## config.mk

```make
export PLATFORM = sky130hd
export DESIGN_NAME = div_issue_unit
export DESIGN_NICKNAME = d
export VERILOG_FILES = /design/src/rtl/div_issue_unit_pkg.sv /design/src/rtl/div_issue_unit_special_case.sv /design/src/rtl/div_issue_unit.sv
export SDC_FILE = /design/constraint.sdc
export NUM_CORES = 1
export LEC_CHECK = 0
export BUFFER_PORTS_ARGS = -buffer_cell sky130_fd_sc_hd__buf_2
export CAP_MARGIN = 25
export CORE_UTILIZATION = 43
export CTS_CLUSTER_DIAMETER = 40
export DETAILED_ROUTE_END_ITERATION = 8
export HOLD_SLACK_MARGIN = 0.15
export PLACE_DENSITY = 0.76
export SLEW_MARGIN = 20
export SYNTH_ARGS = -nofsm -noshare
export SYNTH_HDL_FRONTEND = slang
export SYNTH_SLANG_ARGS = --single-unit
```

## constraint.sdc

```tcl
create_clock -name clk -period 3.4 [get_ports clk]
set_input_delay 0.68 -clock clk [delete_from_list [all_inputs] [get_ports clk]]
set_output_delay 0.68 -clock clk [all_outputs]
set_load 0.1 [all_outputs]
```

## src/rtl/div_issue_unit_pkg.sv

```systemverilog
// CPU_pkg: shared divider opcodes, the issue-unit FSM state type and a
// helper to classify signed divide operations. Imported by the divider
// issue stage and its special-case decoder.
package CPU_pkg;

  // Opcode encoding: bit 0 = signed, bit 1 = remainder.
  typedef enum logic [1:0] {
    UDIV = 2'd0,
    SDIV = 2'd1,
    UREM = 2'd2,
    SREM = 2'd3
  } div_op_t;

  typedef enum logic [2:0] {
    IDLE,
    ISSUE,
    WAIT,
    DONE,
    DRAIN
  } div_issue_state_t;

  function automatic logic is_signed_div_op(input logic [1:0] op);
    return (op == SDIV) || (op == SREM);
  endfunction

  function automatic logic is_rem_op(input logic [1:0] op);
    return (op == UREM) || (op == SREM);
  endfunction

endpackage

```

## src/rtl/div_issue_unit_special_case.sv

```systemverilog
// div_special_case: combinational detector for the RISC-V divide corner
// cases that the issue unit answers locally instead of using the divider.
//   op        in  2  UDIV/SDIV/UREM/SREM
//   a         in  N  dividend
//   b         in  N  divisor
//   bypass    out 1  request is answered locally
//   bypass_y  out N  local answer, valid when bypass is high
module div_special_case
  import CPU_pkg::*;
#(
  parameter int N = 32
) (
  input  logic [1:0]   op,
  input  logic [N-1:0] a,
  input  logic [N-1:0] b,
  output logic         bypass,
  output logic [N-1:0] bypass_y
);

  localparam logic [N-1:0] MIN_VAL = {1'b1, {(N-1){1'b0}}};

  // NOTE: every output gets a default before any branch, so no latch is inferred.
  always_comb begin
    bypass   = 1'b0;
    bypass_y = '0;
    if (b == '0) begin
      // Divide by zero: quotient all-ones, remainder is the dividend.
      bypass   = 1'b1;
      bypass_y = is_rem_op(op) ? a : '1;
    end else if (is_signed_div_op(op) && (a == MIN_VAL) && (b == '1)) begin
      // Signed overflow MIN / -1: quotient MIN, remainder zero.
      bypass   = 1'b1;
      bypass_y = is_rem_op(op) ? '0 : a;
    end
  end

endmodule

```

## src/rtl/div_issue_unit.sv

```systemverilog
// div_issue_unit: upstream stage of int_divider. Accepts one DIV/REM
// request at a time, answers divide-by-zero and MIN/-1 locally, forwards
// everything else to the external int_divider and returns one tagged
// result per request, in order.
//   clk, reset                      clock, async active-high reset
//   flush                           kill in-flight request (synchronous)
//   valid_in/ready_out/op/a/b/tag_in request channel
//   valid_out/ready_in/y/tag_out    result channel
//   div_valid/div_ready/div_op/div_a/div_b   request to int_divider
//   div_res_valid/div_res_ready/div_y        result from int_divider
module div_issue_unit
  import CPU_pkg::*;
#(
  parameter int N     = 32,
  parameter int TAG_W = 5
) (
  input  logic             clk,
  input  logic             reset,
  input  logic             flush,
  input  logic             valid_in,
  output logic             ready_out,
  input  logic [1:0]       op,
  input  logic [N-1:0]     a,
  input  logic [N-1:0]     b,
  input  logic [TAG_W-1:0] tag_in,
  output logic             valid_out,
  input  logic             ready_in,
  output logic [N-1:0]     y,
  output logic [TAG_W-1:0] tag_out,
  output logic             div_valid,
  input  logic             div_ready,
  output logic [1:0]       div_op,
  output logic [N-1:0]     div_a,
  output logic [N-1:0]     div_b,
  input  logic             div_res_valid,
  output logic             div_res_ready,
  input  logic [N-1:0]     div_y
);

  div_issue_state_t state_q, state_d;
  logic [1:0]       op_q;
  logic [N-1:0]     a_q, b_q, y_q;
  logic [TAG_W-1:0] tag_q;

  logic             bypass;
  logic [N-1:0]     bypass_y;
  logic             accept;
  logic             div_capture;

  div_special_case #(.N(N)) u_special (
    .op       (op),
    .a        (a),
    .b        (b),
    .bypass   (bypass),
    .bypass_y (bypass_y)
  );

  // A flush in the same cycle as an offered request wins: nothing is taken.
  assign accept      = (state_q == IDLE) && valid_in && !flush;
  assign div_capture = (state_q == WAIT) && div_res_valid && !flush;

  always_comb begin
    state_d       = state_q;
    ready_out     = 1'b0;
    valid_out     = 1'b0;
    div_valid     = 1'b0;
    div_res_ready = 1'b0;
    unique case (state_q)
      IDLE: begin
        ready_out = 1'b1;
        if (accept) state_d = bypass ? DONE : ISSUE;
      end
      ISSUE: begin
        div_valid     = 1'b1;
        div_res_ready = 1'b1; // int_divider only raises ready_out while its ready_in is high
        if (flush)          state_d = div_ready ? DRAIN : IDLE;
        else if (div_ready) state_d = WAIT;
      end
      WAIT: begin
        div_res_ready = 1'b1;
        // If the divider result lands in the flush cycle, its handshake
        // completes now, so there is nothing left to drain.
        if (flush)              state_d = div_res_valid ? IDLE : DRAIN;
        else if (div_res_valid) state_d = DONE;
      end
      DONE: begin
        valid_out = 1'b1;
        if (flush || ready_in) state_d = IDLE;
      end
      DRAIN: begin
        div_res_ready = 1'b1;
        if (div_res_valid) state_d = IDLE;
      end
      default: state_d = IDLE;
    endcase
  end

  // NOTE: sequential state uses non-blocking assignments so every register
  // samples pre-edge values regardless of statement order.
  always_ff @(posedge clk or posedge reset) begin
    if (reset) begin
      state_q <= IDLE;
      op_q    <= '0;
      a_q     <= '0;
      b_q     <= '0;
      tag_q   <= '0;
      y_q     <= '0;
    end else begin
      state_q <= state_d;
      if (accept) begin
        op_q  <= op;
        a_q   <= a;
        b_q   <= b;
        tag_q <= tag_in;
        if (bypass) y_q <= bypass_y;
      end
      if (div_capture) y_q <= div_y;
    end
  end

  assign div_op  = op_q;
  assign div_a   = a_q;
  assign div_b   = b_q;
  assign y       = y_q;
  assign tag_out = tag_q;

endmodule

```

==> impl_metrics.yaml, run 1 <==
synthesis:
  synth_top_family_by_area: "simple AND/OR/NAND/NOR gates"
  yosys.area_share.adder_pct: 0
  synth_xor_area_share_pct: 0
  synth_area_um2: 5010
  synth.mux.area_fraction_pct: 0.400
  synthCells: 548
  synth-seq-area-share_pct: 53.0
  synth_cell_type_count: 40
  synth-async-reset-ratio_pct: 100
  synthSimpleGateAreaFrac_pct: 29.9
  synth_compound_area_share_pct: 11.4
  ys_ff_latch: 106
  synth_edf_count: 0
  yosys_warnings: 0
  synth_nets: 658
  synthFlopType: "dfrtp_1"
  synth.avg_cell_area_um2: 9.14
route:
  routedLengthMet1_mm: 6.22
  drt-initial-drc-count: 396
  via_per_inst: 5.21
  wl_per_cell_um: 16.8
  antenna_left: 0
  drc: 0
  met3_length_mm: 1.03
  vias: 4678
  routed_wl_mm: 15.0
  wl_met2_mm: 7.31
  firstDrtPassIters: 4
  highest_layer: "met4"
outcome:
  status: "completed"
clock_tree:
  post_cts_buffers: 0
  ctsLongestPathBuffers: 2
  ctsHoldBuffers: 0
  clkSlewWorstSetupHoldPaths_ns: 0.07
  cts_sinks: 106
  cts_tree: "yes"
  cts_inserted_buffers: 9
  h-tree-depth: 3
  ctsResizeCount: 0
  root_buffer: "clkbuf_16"
  clock_latency_ns: 0.34
placed_design:
  globalplace.congestion: 0.910
  hpwlAfterDp_mm: 10.9
  numPortBuffers: 216
timing:
  fin_worst_skew_ns: 0.00554
  finalSetupTns_ns: 0
  drv_slew: 0
  min_period_over_period_pct: 77.8
  hold_viol: 0
  min_period_ns: 2.65
  fmax_mhz: 378
  maxSlewHeadroom_pct: 47.7
  rsz0062_at_grt: "false"
  tightestPinTransition_ns: 0.777
  setup_viol: 0
min_path:
  hold_path_class: "in -> async"
finish:
  layout_commonest_cell: "nand2_1"
  layout_common_cells: "nand2_1 (247), buf_2 (216), dfrtp_1 (106)"
  nets: 860
  antenna_cells: 0
  fin_util_pct: 57.6
  area_growth_syn_to_layout_pct: 30.7
  drive_above_1_share_pct: 36.7
setup_path:
  r2r_start: "state_q[1]"
  crit_required_ns: 3.59
  startpoint_type: "input pin"
  rr_worst_depth: 6
  cp-end-kind: "register"
  arrival_ns: 2.84
  crit_fanout: 31
  rrSetupSlack_ns: 1.09
  r2r-end: "y[0]"
  worstSetupPathType: "in -> reg"
floorplan:
  dieArea_um2: 12100
  rows: 39
  io_pins: 217
  fp.dieW_um: 110
  coreArea_um2: 11400
  start_util_pct: 44.0
  die_h_um: 110
global_routing:
  grt.total_usage_pct: 25.1
  grt_max_degree: 72
  grt-ovfl-total: 0
  grt_pass1_vias: 4512
  grt_pass1_wl_mm: 22.6
  grt_antenna_before_repair: 0
flow_run:
  max_cap_violations: 0
-- synthesized netlist by cell type (2+ instances only) --
master    instances  area, um2
inv_1            33        124
nor3_1            3       15.0
mux2i_1           2       20.0
and4_1            2       17.5
nand2_1         247        927
nand4_1           8       50.1
and4b_1           2       20.0
clkbuf_1         25       93.8
buf_1             3       11.3
buf_6             3       33.8
nand2b_1          4       25.0
dfrtp_1         106       2650
nor2b_1          31        194
nor2_1            9       33.8
nand3_1           2       10.0
o221ai_2         30        450
a31oi_1           2       12.5
nand4b_1          2       17.5
nor4_1           13       81.3
-- cell type report --
| type | count | area [um2] |
|---|---|---|
| fillers | 1038 | 4820 |
| flip-flops and latches | 106 | 2650 |
| multi-input cells | 377 | 2100 |
| repair buffers | 223 | 1160 |
| clock buffers | 12 | 256 |
| well taps | 143 | 179 |
| inverters | 33 | 128 |
| clock inverters | 4 | 73.8 |
-- worst max-delay path: stages --
cell and delay [ns]:
buf_2 0.11, or4b_1 0.55, nor4_1 0.44, nand4_1 0.30, o31ai_4 0.32, buf_12 0.28, o221ai_1 0.14
-- registers in the layout, summed over array words and instances, names as in the netlist --
register,flops
tag_out,5
y,32
div_a,32
div_op,2
div_b,32
state_q,3
-- how the worst max path moves through the flow --
stage	start	slack, ns	depth (start not counted)	to
2_1_floorplan	state_q[2]	0.31	3	div_res_ready
3_3_place_gp	a[29]	0.51	7	y[0]
3_5_place_dp	a[29]	0.38	7	y[0]
4_1_cts	a[29]	0.74	7	y[0]
5_1_grt	a[29]	0.66	7	y[0]
6_report	a[29]	0.75	7	y[0]
-- cells by family after synthesis --
kind of cell / count (synthesis)
mux: 2
buf+inv: 65
simple gates: 332
compound gates: 43
flops: 106
-- routing by layer --
layer  global-route usage [%]  vias up
met1                     31.0     2256
met4                     12.9        0
met5                        0        -
met2                     41.8      187
li1                         -     2197
met3                     4.56       38
-- metrics by stage --
stage / setup slack [ns] / instances / hold slack (ns) / area (um2)
final: 0.754 / 898 / 0.416 / 6550
after global routing: 0.659 / 898 / 0.455 / 6550
after CTS: 0.740 / 898 / 0.438 / 6550
after detailed placement: 0.376 / 882 / 0.457 / 6220
after global placement: 0.510 / 882 / 0.452 / 6220
after floorplan: 0.306 / 548 / 0.662 / 5020
Power of run 1 is left out: the tool's default activity adds up to more than one toggle a clock period on the data nets, which glitch-free logic cannot reach.
==> inputs of run 2 (changes only) <==
- ABC_AREA: not set -> 1
- CORE_UTILIZATION: 43 -> 48
- PLACE_DENSITY: 0.76 -> 0.81
- clock period: 3.4 -> 2.75 ns (I/O delays scaled with it)
==> impl_metrics.yaml, run 2 <==
finish:
  drive_above_1_share_pct: 29.6
  layout_commonest_cell: "nand2_1"
  area_growth_syn_to_layout_pct: 26.6
  layout_common_cells: "nand2_1 (276), buf_2 (216), dfrtp_1 (106)"
  nFillCells: 921
  antenna_cells: 0
  nets: 952
synthesis:
  yosys_warnings: 0
  synth_common_cells: "nand2_1 (276), dfrtp_1 (106), nand3_1 (72)"
  ys_ff_latch: 106
  synth_cell_type_count: 22
  synth-seq-area-share_pct: 53.6
  synth-async-reset-ratio_pct: 100
  synth_area_um2: 4940
  yosys.area.top_type: "dfrtp_1"
  synth.avg_cell_area_um2: 7.71
  synth_edf_count: 0
  synth_top_area_share_pct: 53.6
  synthCells: 641
  synth_nets: 751
  ys_top_cells_by_area: "dfrtp_1 (54%), nand2_1 (21%), nand3_1 (7.3%), o21ai_1 (3.7%), inv_1 (3.5%)"
  synthFlopType: "dfrtp_1"
  synth.most_common_cell: "nand2_1"
setup_path:
  r2r_start: "state_q[2]"
  path_cells: "nor2_1 -> nand2_1 -> nand3_1 -> buf_2"
  startpoint_type: "register"
  startpoint: "state_q[1]"
  critPathMaxStageDelay_ns: 0.44
  slowest_stage: "dfrtp_1"
  crit_fanout: 5
  cp-end-kind: "output port"
  crit_required_ns: 2.20
  worstSetupPathType: "reg -> out"
  arrival_ns: 1.58
global_routing:
  gr-usage-met2_pct: 44.3
  grt_max_degree: 109
  grt_use_met1_pct: 33.1
  grt.total_usage_pct: 26.3
  grt_antenna_before_repair: 0
  grt_pass1_vias: 4458
  grt_most_used_layer: "met2"
  use_met3_pct: 6.38
  grt_pass1_wl_mm: 21.3
  grt-ovfl-total: 0
clock_tree:
  ctsHoldBuffers: 0
  cts_tree: "yes"
  ctsResizeCount: 0
  h-tree-depth: 3
  post_cts_buffers: 0
  root_buffer: "clkbuf_8"
  ctsLongestPathBuffers: 2
  cts_sinks: 106
  clock_latency_ns: 0.38
  clkSlewWorstSetupHoldPaths_ns: 0.10
  cts_inserted_buffers: 9
min_path:
  hold_path_class: "in -> async"
floorplan:
  io_pins: 217
  die_h_um: 103
  rows: 36
  start_util_pct: 50.1
  fp.dieW_um: 103
  dieArea_um2: 10700
  coreArea_um2: 9860
timing:
  finalSetupTns_ns: 0
  setup_viol: 0
  hold_viol: 0
  maxSlewHeadroom_pct: 56.7
  fin_worst_skew_ns: 0.0134
  drv_slew: 0
  whs_ns: 0.325
  min_period_over_period_pct: 77.6
  min_period_ns: 2.13
  rsz0062_at_grt: "false"
  tightestPinTransition_ns: 0.648
  fmax_mhz: 468
route:
  routed_wl_mm: 13.7
  firstDrtPassIters: 5
  antenna_left: 0
  drc: 0
  wl_per_cell_um: 14.0
  drt-initial-drc-count: 216
  via_per_inst: 4.97
  vias: 4869
outcome:
  status: "completed"
placed_design:
  globalplace.congestion: 0.821
  numPortBuffers: 216
  hpwlAfterDp_mm: 9.85
flow_run:
  max_cap_violations: 0
-- run 2: cell type report --
| type | count | area (um2) | area share (%) |
|---|---|---|---|
| flip-flops and latches | 106 | 2650 | 42.4 |
| clock buffers | 9 | 124 | 1.98 |
| well taps | 133 | 166 | 2.66 |
| inverters | 53 | 203 | 3.24 |
| repair buffers | 221 | 1170 | 18.7 |
| clock inverters | 7 | 52.6 | 0.839 |
| multi-input cells | 451 | 1900 | 30.3 |
-- run 2: final timing paths --
check / endpoint / slack (ns) / cells past startpoint
max: div_res_ready / 0.62 / 4
min: div_a[26] / 0.33 / 3
max reg2reg: y[31] / 0.82 / 8
min reg2reg: div_b[7] / 0.48 / 2
max in group asynchronous: div_b[24] / 2.01 / 3
min in group clk: tag_out[3] / 0.37 / 3
-- run 2: worst max-delay path, delay by kind of cell, from the launching register on --
family	cells	cell delay [ns]
simple gates	3	0.36
buf+inv	1	0.42
flops	1	0.44
-- run 2: metrics by stage --
| stage | worst slack, ns | instance area (um2) | util, % | instances |
|---|---|---|---|---|
| 2_1_floorplan | 0.861 | 4950 | - | 641 |
| 3_3_place_gp | 0.539 | 6090 | 61.7 | 964 |
| 3_5_place_dp | 0.452 | 6090 | 61.7 | 964 |
| 4_1_cts | 0.611 | 6260 | 63.5 | 980 |
| 5_1_grt | 0.529 | 6260 | 63.5 | 980 |
| 6_report | 0.615 | 6260 | 63.5 | 980 |
-- run 2: routing by layer --
layer	wire, um	part of all wire (%)
met3	1180	8.6
met5	0	0
met4	279	2.0
met1	5850	43
met2	6420	47
-- run 2: cells by family (layout without fill, tap and decap cells) --
family / Yosys count / after routing / synth area share (%)
AND/OR/NAND/NOR: 409 / 409 / 33.9
flip-flops: 106 / 106 / 53.6
buffers and inverters: 84 / 290 / 8.17
AO/OA/AOI/OAI: 42 / 42 / 4.30
Power of run 2 is left out for the same reason.
